## src/rtl/thunderbird_lamp_monitor_if.sv

```systemverilog
// Lamp bus between the tail-light sequencer and its monitor.
//   step : one lamp-update sample per cycle it is high
//   L    : left lamps, bit0 inner .. bit2 outer
//   R    : right lamps, bit2 inner .. bit0 outer
// master drives the bus (sequencer or testbench); slave observes it (monitor).
interface thunderbird_lamp_monitor_if;
  localparam int unsigned LAMP_W = 3;

  logic              step;
  logic [LAMP_W-1:0] L;
  logic [LAMP_W-1:0] R;

  modport master (output step, output L, output R);
  modport slave  (input  step, input  L, input  R);
endinterface

```

## src/rtl/thunderbird_lamp_monitor.sv

```systemverilog
// Checker for the thunderbird tail-light lamp bus. Decodes turn direction and
// phase on every step, counts completed flash cycles, flags illegal samples and
// holds off in a resync state until both buses go dark.
// Ports:
//   clock, reset_n  : clock and asynchronous active-low reset
//   lamp            : lamp bus (step, L, R), slave side
//   clear           : synchronous clear of both counters
//   turn_left/right : direction of the sequence in progress
//   phase           : lamps lit in the active sequence (0..3)
//   in_sync         : low while waiting to resynchronise after an error
//   error           : one-cycle pulse per illegal sample
//   cycle_count     : completed full sequences, saturating
//   error_count     : illegal samples, saturating
module thunderbird_lamp_monitor #(
  parameter int unsigned CNT_W = 8
) (
  input  logic                        clock,
  input  logic                        reset_n,
  thunderbird_lamp_monitor_if.slave   lamp,
  input  logic                        clear,
  output logic                        turn_left,
  output logic                        turn_right,
  output logic [1:0]                  phase,
  output logic                        in_sync,
  output logic                        error,
  output logic [CNT_W-1:0]            cycle_count,
  output logic [CNT_W-1:0]            error_count
);

  localparam int unsigned LAMP_W  = 3;
  localparam int unsigned PHASE_W = 2;

  typedef enum logic [2:0] {
    IDLE   = 3'd0,
    LEFT1  = 3'd1,
    LEFT2  = 3'd2,
    LEFT3  = 3'd3,
    RIGHT1 = 3'd4,
    RIGHT2 = 3'd5,
    RIGHT3 = 3'd6,
    SYNC   = 3'd7
  } state_e;

  state_e               state_q, state_d;
  logic                 error_d;
  logic [CNT_W-1:0]     cycle_count_d, error_count_d;
  logic                 turn_left_d, turn_right_d, in_sync_d;
  logic [PHASE_W-1:0]   phase_d;

  // Sample classification; each legal code requires the other bus dark.
  logic l_dark, r_dark;
  logic s_off, s_l1, s_l2, s_l3, s_r1, s_r2, s_r3;

  always_comb begin
    l_dark = (lamp.L == LAMP_W'(0));
    r_dark = (lamp.R == LAMP_W'(0));
    s_off  = l_dark && r_dark;
    s_l1   = r_dark && (lamp.L == 3'b001);
    s_l2   = r_dark && (lamp.L == 3'b011);
    s_l3   = r_dark && (lamp.L == 3'b111);
    s_r1   = l_dark && (lamp.R == 3'b100);
    s_r2   = l_dark && (lamp.R == 3'b110);
    s_r3   = l_dark && (lamp.R == 3'b111);
  end

  // Next state, error pulse, counter updates and decoded outputs.
  always_comb begin
    logic is_left, is_right, cyc_inc;

    state_d       = state_q;
    error_d       = 1'b0;
    cyc_inc       = 1'b0;
    cycle_count_d = cycle_count;
    error_count_d = error_count;
    is_left       = (state_q == LEFT1) || (state_q == LEFT2) || (state_q == LEFT3);
    is_right      = (state_q == RIGHT1) || (state_q == RIGHT2) || (state_q == RIGHT3);

    if (lamp.step) begin
      if (state_q == SYNC) begin
        // Only a dark sample ends resync; everything else is ignored silently.
        if (s_off) state_d = IDLE;
      end else if (s_off) begin
        state_d = IDLE;
        cyc_inc = (state_q == LEFT3) || (state_q == RIGHT3);
      end else if (s_l1 && (state_q == IDLE || is_right || state_q == LEFT1)) begin
        state_d = LEFT1;
      end else if (s_r1 && (state_q == IDLE || is_left || state_q == RIGHT1)) begin
        state_d = RIGHT1;
      end else if (s_l2 && (state_q == LEFT1 || state_q == LEFT2)) begin
        state_d = LEFT2;
      end else if (s_l3 && (state_q == LEFT2 || state_q == LEFT3)) begin
        state_d = LEFT3;
      end else if (s_r2 && (state_q == RIGHT1 || state_q == RIGHT2)) begin
        state_d = RIGHT2;
      end else if (s_r3 && (state_q == RIGHT2 || state_q == RIGHT3)) begin
        state_d = RIGHT3;
      end else begin
        state_d = SYNC;
        error_d = 1'b1;
      end
    end

    // Clear wins over a same-cycle increment; counters stick at all-ones.
    if (clear) begin
      cycle_count_d = '0;
      error_count_d = '0;
    end else begin
      if (cyc_inc && (cycle_count != {CNT_W{1'b1}}))
        cycle_count_d = cycle_count + CNT_W'(1);
      if (error_d && (error_count != {CNT_W{1'b1}}))
        error_count_d = error_count + CNT_W'(1);
    end

    turn_left_d  = (state_d == LEFT1) || (state_d == LEFT2) || (state_d == LEFT3);
    turn_right_d = (state_d == RIGHT1) || (state_d == RIGHT2) || (state_d == RIGHT3);
    in_sync_d    = (state_d != SYNC);
    unique case (state_d)
      LEFT1, RIGHT1: phase_d = PHASE_W'(1);
      LEFT2, RIGHT2: phase_d = PHASE_W'(2);
      LEFT3, RIGHT3: phase_d = PHASE_W'(3);
      default:       phase_d = PHASE_W'(0);
    endcase
  end

  // State and output registers.
  always_ff @(posedge clock or negedge reset_n) begin
    if (!reset_n) begin
      state_q     <= IDLE;
      turn_left   <= 1'b0;
      turn_right  <= 1'b0;
      phase       <= '0;
      in_sync     <= 1'b1;
      error       <= 1'b0;
      cycle_count <= '0;
      error_count <= '0;
    end else begin
      state_q     <= state_d;
      turn_left   <= turn_left_d;
      turn_right  <= turn_right_d;
      phase       <= phase_d;
      in_sync     <= in_sync_d;
      error       <= error_d;
      cycle_count <= cycle_count_d;
      error_count <= error_count_d;
    end
  end

endmodule

```

## src/flat_wrapper.sv

```systemverilog
// flat-port wrapper written by rule: the top's interface ports become plain ports
module thunderbird_lamp_monitor_flat 
#(
  parameter int unsigned CNT_W = 8
)
  (clock, reset_n, clear, turn_left, turn_right, phase, in_sync, error, cycle_count, error_count, lamp_step, lamp_L, lamp_R);
  thunderbird_lamp_monitor_if lamp_i ();
  input  logic clock;
  input  logic reset_n;
  input  logic clear;
  output logic turn_left;
  output logic turn_right;
  output logic [1:0] phase;
  output logic in_sync;
  output logic error;
  output logic [CNT_W-1:0] cycle_count;
  output logic [CNT_W-1:0] error_count;
  input wire logic [$bits(lamp_i.step)-1:0] lamp_step;
  input wire logic [$bits(lamp_i.L)-1:0] lamp_L;
  input wire logic [$bits(lamp_i.R)-1:0] lamp_R;
  assign lamp_i.step = lamp_step;
  assign lamp_i.L = lamp_L;
  assign lamp_i.R = lamp_R;
  thunderbird_lamp_monitor #(.CNT_W(CNT_W)) u_core (.clock(clock), .reset_n(reset_n), .lamp(lamp_i), .clear(clear), .turn_left(turn_left), .turn_right(turn_right), .phase(phase), .in_sync(in_sync), .error(error), .cycle_count(cycle_count), .error_count(error_count));
endmodule
```

## config.mk

```make
export PLATFORM = sky130hd
export DESIGN_NAME = thunderbird_lamp_monitor_flat
export DESIGN_NICKNAME = d
export VERILOG_FILES = /design/src/rtl/thunderbird_lamp_monitor_if.sv /design/src/rtl/thunderbird_lamp_monitor.sv /design/src/flat_wrapper.sv
export SDC_FILE = /design/constraint.sdc
export NUM_CORES = 1
export LEC_CHECK = 0
export ABC_AREA = 1
export ABC_CLOCK_PERIOD_IN_PS = 1400
export BUFFER_PORTS_ARGS = -buffer_cell sky130_fd_sc_hd__buf_2
export CAP_MARGIN = 40
export CORE_MARGIN = 5
export CORE_UTILIZATION = 25
export DETAILED_ROUTE_END_ITERATION = 7
export PLACE_DENSITY = 0.42
export REMOVE_ABC_BUFFERS = 1
export SYNTH_ARGS = -nofsm -noshare
export SYNTH_HDL_FRONTEND = slang
export SYNTH_SLANG_ARGS = --single-unit
```

## constraint.sdc

```tcl
create_clock -name clock -period 1.4 [get_ports clock]
set_input_delay 0.07 -clock clock [delete_from_list [all_inputs] [get_ports clock]]
set_output_delay 0.07 -clock clock [all_outputs]
set_load 0.02 [all_outputs]
```

==> results_dict.tcl <==
set metrics [dict create \
    place_area_um2 2010 \
    min_from "lamp_step" \
    final_net_count 285 \
    maxCapViolCount 0 \
    status "finished with violations" \
    setup_viol 9 \
    cts.sinks 25 \
    drv_slew 0 \
    place_congestion 0.762 \
    grt_max_degree 26 \
    clockRootBuffer "clkbuf_8" \
    yosys_warnings 0 \
    cp_slowest_stage_delay_ps 370 \
    synth_area_per_cell_um2 7.60 \
    regToRegStartpoint "u_core.error_count[1]" \
    clk_pin_slew_worst_paths_ps 90 \
    antenna_found_initial 0 \
    pre_cts_ws_ps -119 \
    grt_use_total_pct 10.2 \
    leakage_nw 1.17 \
    max_slew.worst_pin.slew_ps 587 \
    area.growth.synth_to_final_pct 39.7 \
    htreeDepth 1 \
    rsz0062_at_grt "true" \
    crit_path_end_kind "flop" \
    num_antenna_cells 0 \
    fin_crit_sh_pct 107 \
    holdPathEnd "u_core.state_q[2]" \
    coreArea_um2 6310 \
    r2r_slack_ps -100 \
    top_layer_used "met4" \
    cp-start-kind "flop" \
    tritoncts "built" \
    cp_cell_sequence "ha_2 > nand3_4 > nor3b_4 > nand3_2 > nand3_4 > nand2_4 > nand2_1 > nand2_1" \
    dieArea_um2 8150 \
    final_area_um2 2250 \
    grt_pass1_vias 1530 \
    slew_headroom_pct 60.9 \
    grt_pass1_wl_mm 6.96 \
    rr_endpoint "u_core.error_count[4]" \
    hold_class "input port to flop" \
    vdd_drop_max_mv 0.414 \
    gr-total-overflow 0 \
    ys_seq_area_share_pct 38.9 \
    place_hpwl_mm 3.10 \
    totalWireLength_mm 4.15 \
    hold_depth 4 \
    die_w_um 90.3 \
    rows 29 \
    ys.flop_type "dfrtp_1" \
    p_per_area_nw_per_um2 745 \
    first_pass_iters 4 \
    period_needed_ps 1500 \
    num-fill-cells 696 \
    start_util_pct 25.5 \
    hold_viol 0 \
    port_buffers 31 \
    path_delay_family "simple AND/OR/NAND/NOR gates" \
    wl_met1_mm 1.87 \
    yosys.cell_types.count 31 \
    route.met3.wl_um 131 \
    ys_ff_latch 25 \
    synth_edf_count 0 \
    drc_errors 0 \
    io_pins 32 \
    max_freq_mhz 666 \
    clockBufferDepth 2 \
    worstPathRequired_ps 1560 \
    worstPathMaxFanout 7 \
    ant_nets 0 \
    drive_gt1_share_pct 43.4 \
    route.detailed.wl_per_inst_um 11.9 \
    crit_slowest_cell "dfrtp_1" \
    dr.first_iter.drc_count 36 \
    path_class "flop to flop" \
    clock_latency_ps 260 \
    skew_ps 3.99 \
    via_count 1534 \
    worstRegToRegCells 8 \
    async_reset_ff_share_pct 100 \
    viasPerCell 4.40 \
    setup_slack_ps -102 \
    critPathBufInv 0 \
    dieHeight_um 90.3 \
    wl_met2_mm 2.10 \
    violations "negative setup slack" \
    synth_cells 212 \
    cp.arrival_ps 1670 \
    syn_area_um2 1610 \
    cts_buffers 3 \
]
how the worst max path moves through the flow:
stage,from,end,slack (ps),depth (start not counted)
global placement,u_core.error_count[0],u_core.error_count[6],-90,8
floorplan,u_core.error_count[0],u_core.error_count[0],-230,8
CTS,u_core.error_count[1],u_core.error_count[0],-80,8
detailed placement,u_core.state_q[0],u_core.error_count[4],-120,8
finish,u_core.error_count[1],u_core.error_count[4],-100,8
global route,u_core.error_count[1],u_core.error_count[7],-210,8
registers in the layout (all words and copies together), names as in the netlist:
register and flops:
u_core.cycle_count 8, u_core.error_count 8, u_core.state_q 3, u_core.phase 2
u_core.error 1, u_core.in_sync 1, u_core.turn_left 1, u_core.turn_right 1
logic make-up after synthesis:
| family | share of synthesized area (%) |
|---|---|
| compound gates | 2.95 |
| xor+xnor | 4.90 |
| fa+ha+maj | 1.55 |
| buf+inv | 7.38 |
| flops | 38.9 |
| simple gates | 44.3 |
what timing repair did:
| item | CTS | global route |
|---|---|---|
| cloned | 1 | 0 |
| setup endpoints to repair | 21 | 22 |
| buffers inserted | 1 | 2 |
| hold endpoints to repair | 24 | 0 |
| resized for setup | 10 | 32 |
| pin swaps | 5 | 19 |
| hold buffers | 1 | 0 |
worst min-delay path, cell delays in order:
cell,delay (ps)
buf_2,110
nor2_1,50
inv_1,50
nand2_2,100
synthesized netlist by cell type (2+ instances only):
cell type,n,area [um^2]
dfrtp_1,24,601
ha_1,2,25.0
inv_1,21,78.8
inv_2,4,15.0
nand2_1,50,188
nand2_2,11,68.8
nand2_4,2,22.5
nand3_1,23,115
nand4_1,6,37.5
nor2_1,32,120
nor2_4,3,33.8
nor3_1,2,10.0
o21ai_0,7,35.0
xnor2_1,2,17.5
xor2_1,7,61.3
cell type report:
| type | instances | area [um^2] | area share, % |
|---|---|---|---|
| Sequential cell | 25 | 631 | 28.0 |
| Clock buffer | 4 | 45.0 | 2.00 |
| Tap cell | 77 | 96.3 | 4.28 |
| Timing Repair Buffer | 58 | 364 | 16.2 |
| Multi-Input combinational cell | 160 | 1010 | 45.0 |
| Inverter | 25 | 101 | 4.50 |
stage by stage:
stage	power, mW	instances	TNS [ps]	util, %	hold slack [ps]
3_3_place_gp	1.21	340	-836	31.8	117
2_1_floorplan	1.03	209	-2550	-	-226
5_1_grt	1.78	349	-2080	35.6	198
3_5_place_dp	1.20	340	-1100	31.8	115
4_1_cts	1.66	347	-573	33.4	160
6_report	1.68	349	-707	35.6	175
placed cells by master, fill, tap and decap left out, types with 2 or more instances in the layout:
cell      Yosys  final
nand3_1      23     16
inv_1        21     20
nand2_1      50     40
nand2_4       2      4
nand4_1       6      6
nor2_4        3      4
ha_2          0      2
nand3_4       1      2
dfrtp_2       0      3
nand2_2      11     19
nand3_2       1      8
xnor2_1       2      2
xor2_1        7      7
buf_2         0     31
nor3_1        2      2
dfrtp_1      24     21
inv_4         0      3
o21ai_0       7      6
clkbuf_8      1      3
nor2_1       32     29
inv_2         4      2
nor2_2        1      3
buf_4         1     25
power breakdown:
group,internal (mW),switching [mW],total [mW]
Combinational,0.181,0.268,0.449
Clock,0.203,0.218,0.422
Sequential,0.768,0.0373,0.806
Total,1.15,0.524,1.68
layer usage:
layer | track usage (%) | up-vias
met1 | 12.7 | 712
met3 | 2.50 | 2
met5 | 0 | -
met4 | 2.61 | 0
li1 | - | 798
met2 | 17.6 | 22
Note: power is estimated with default switching activity, not from simulation.
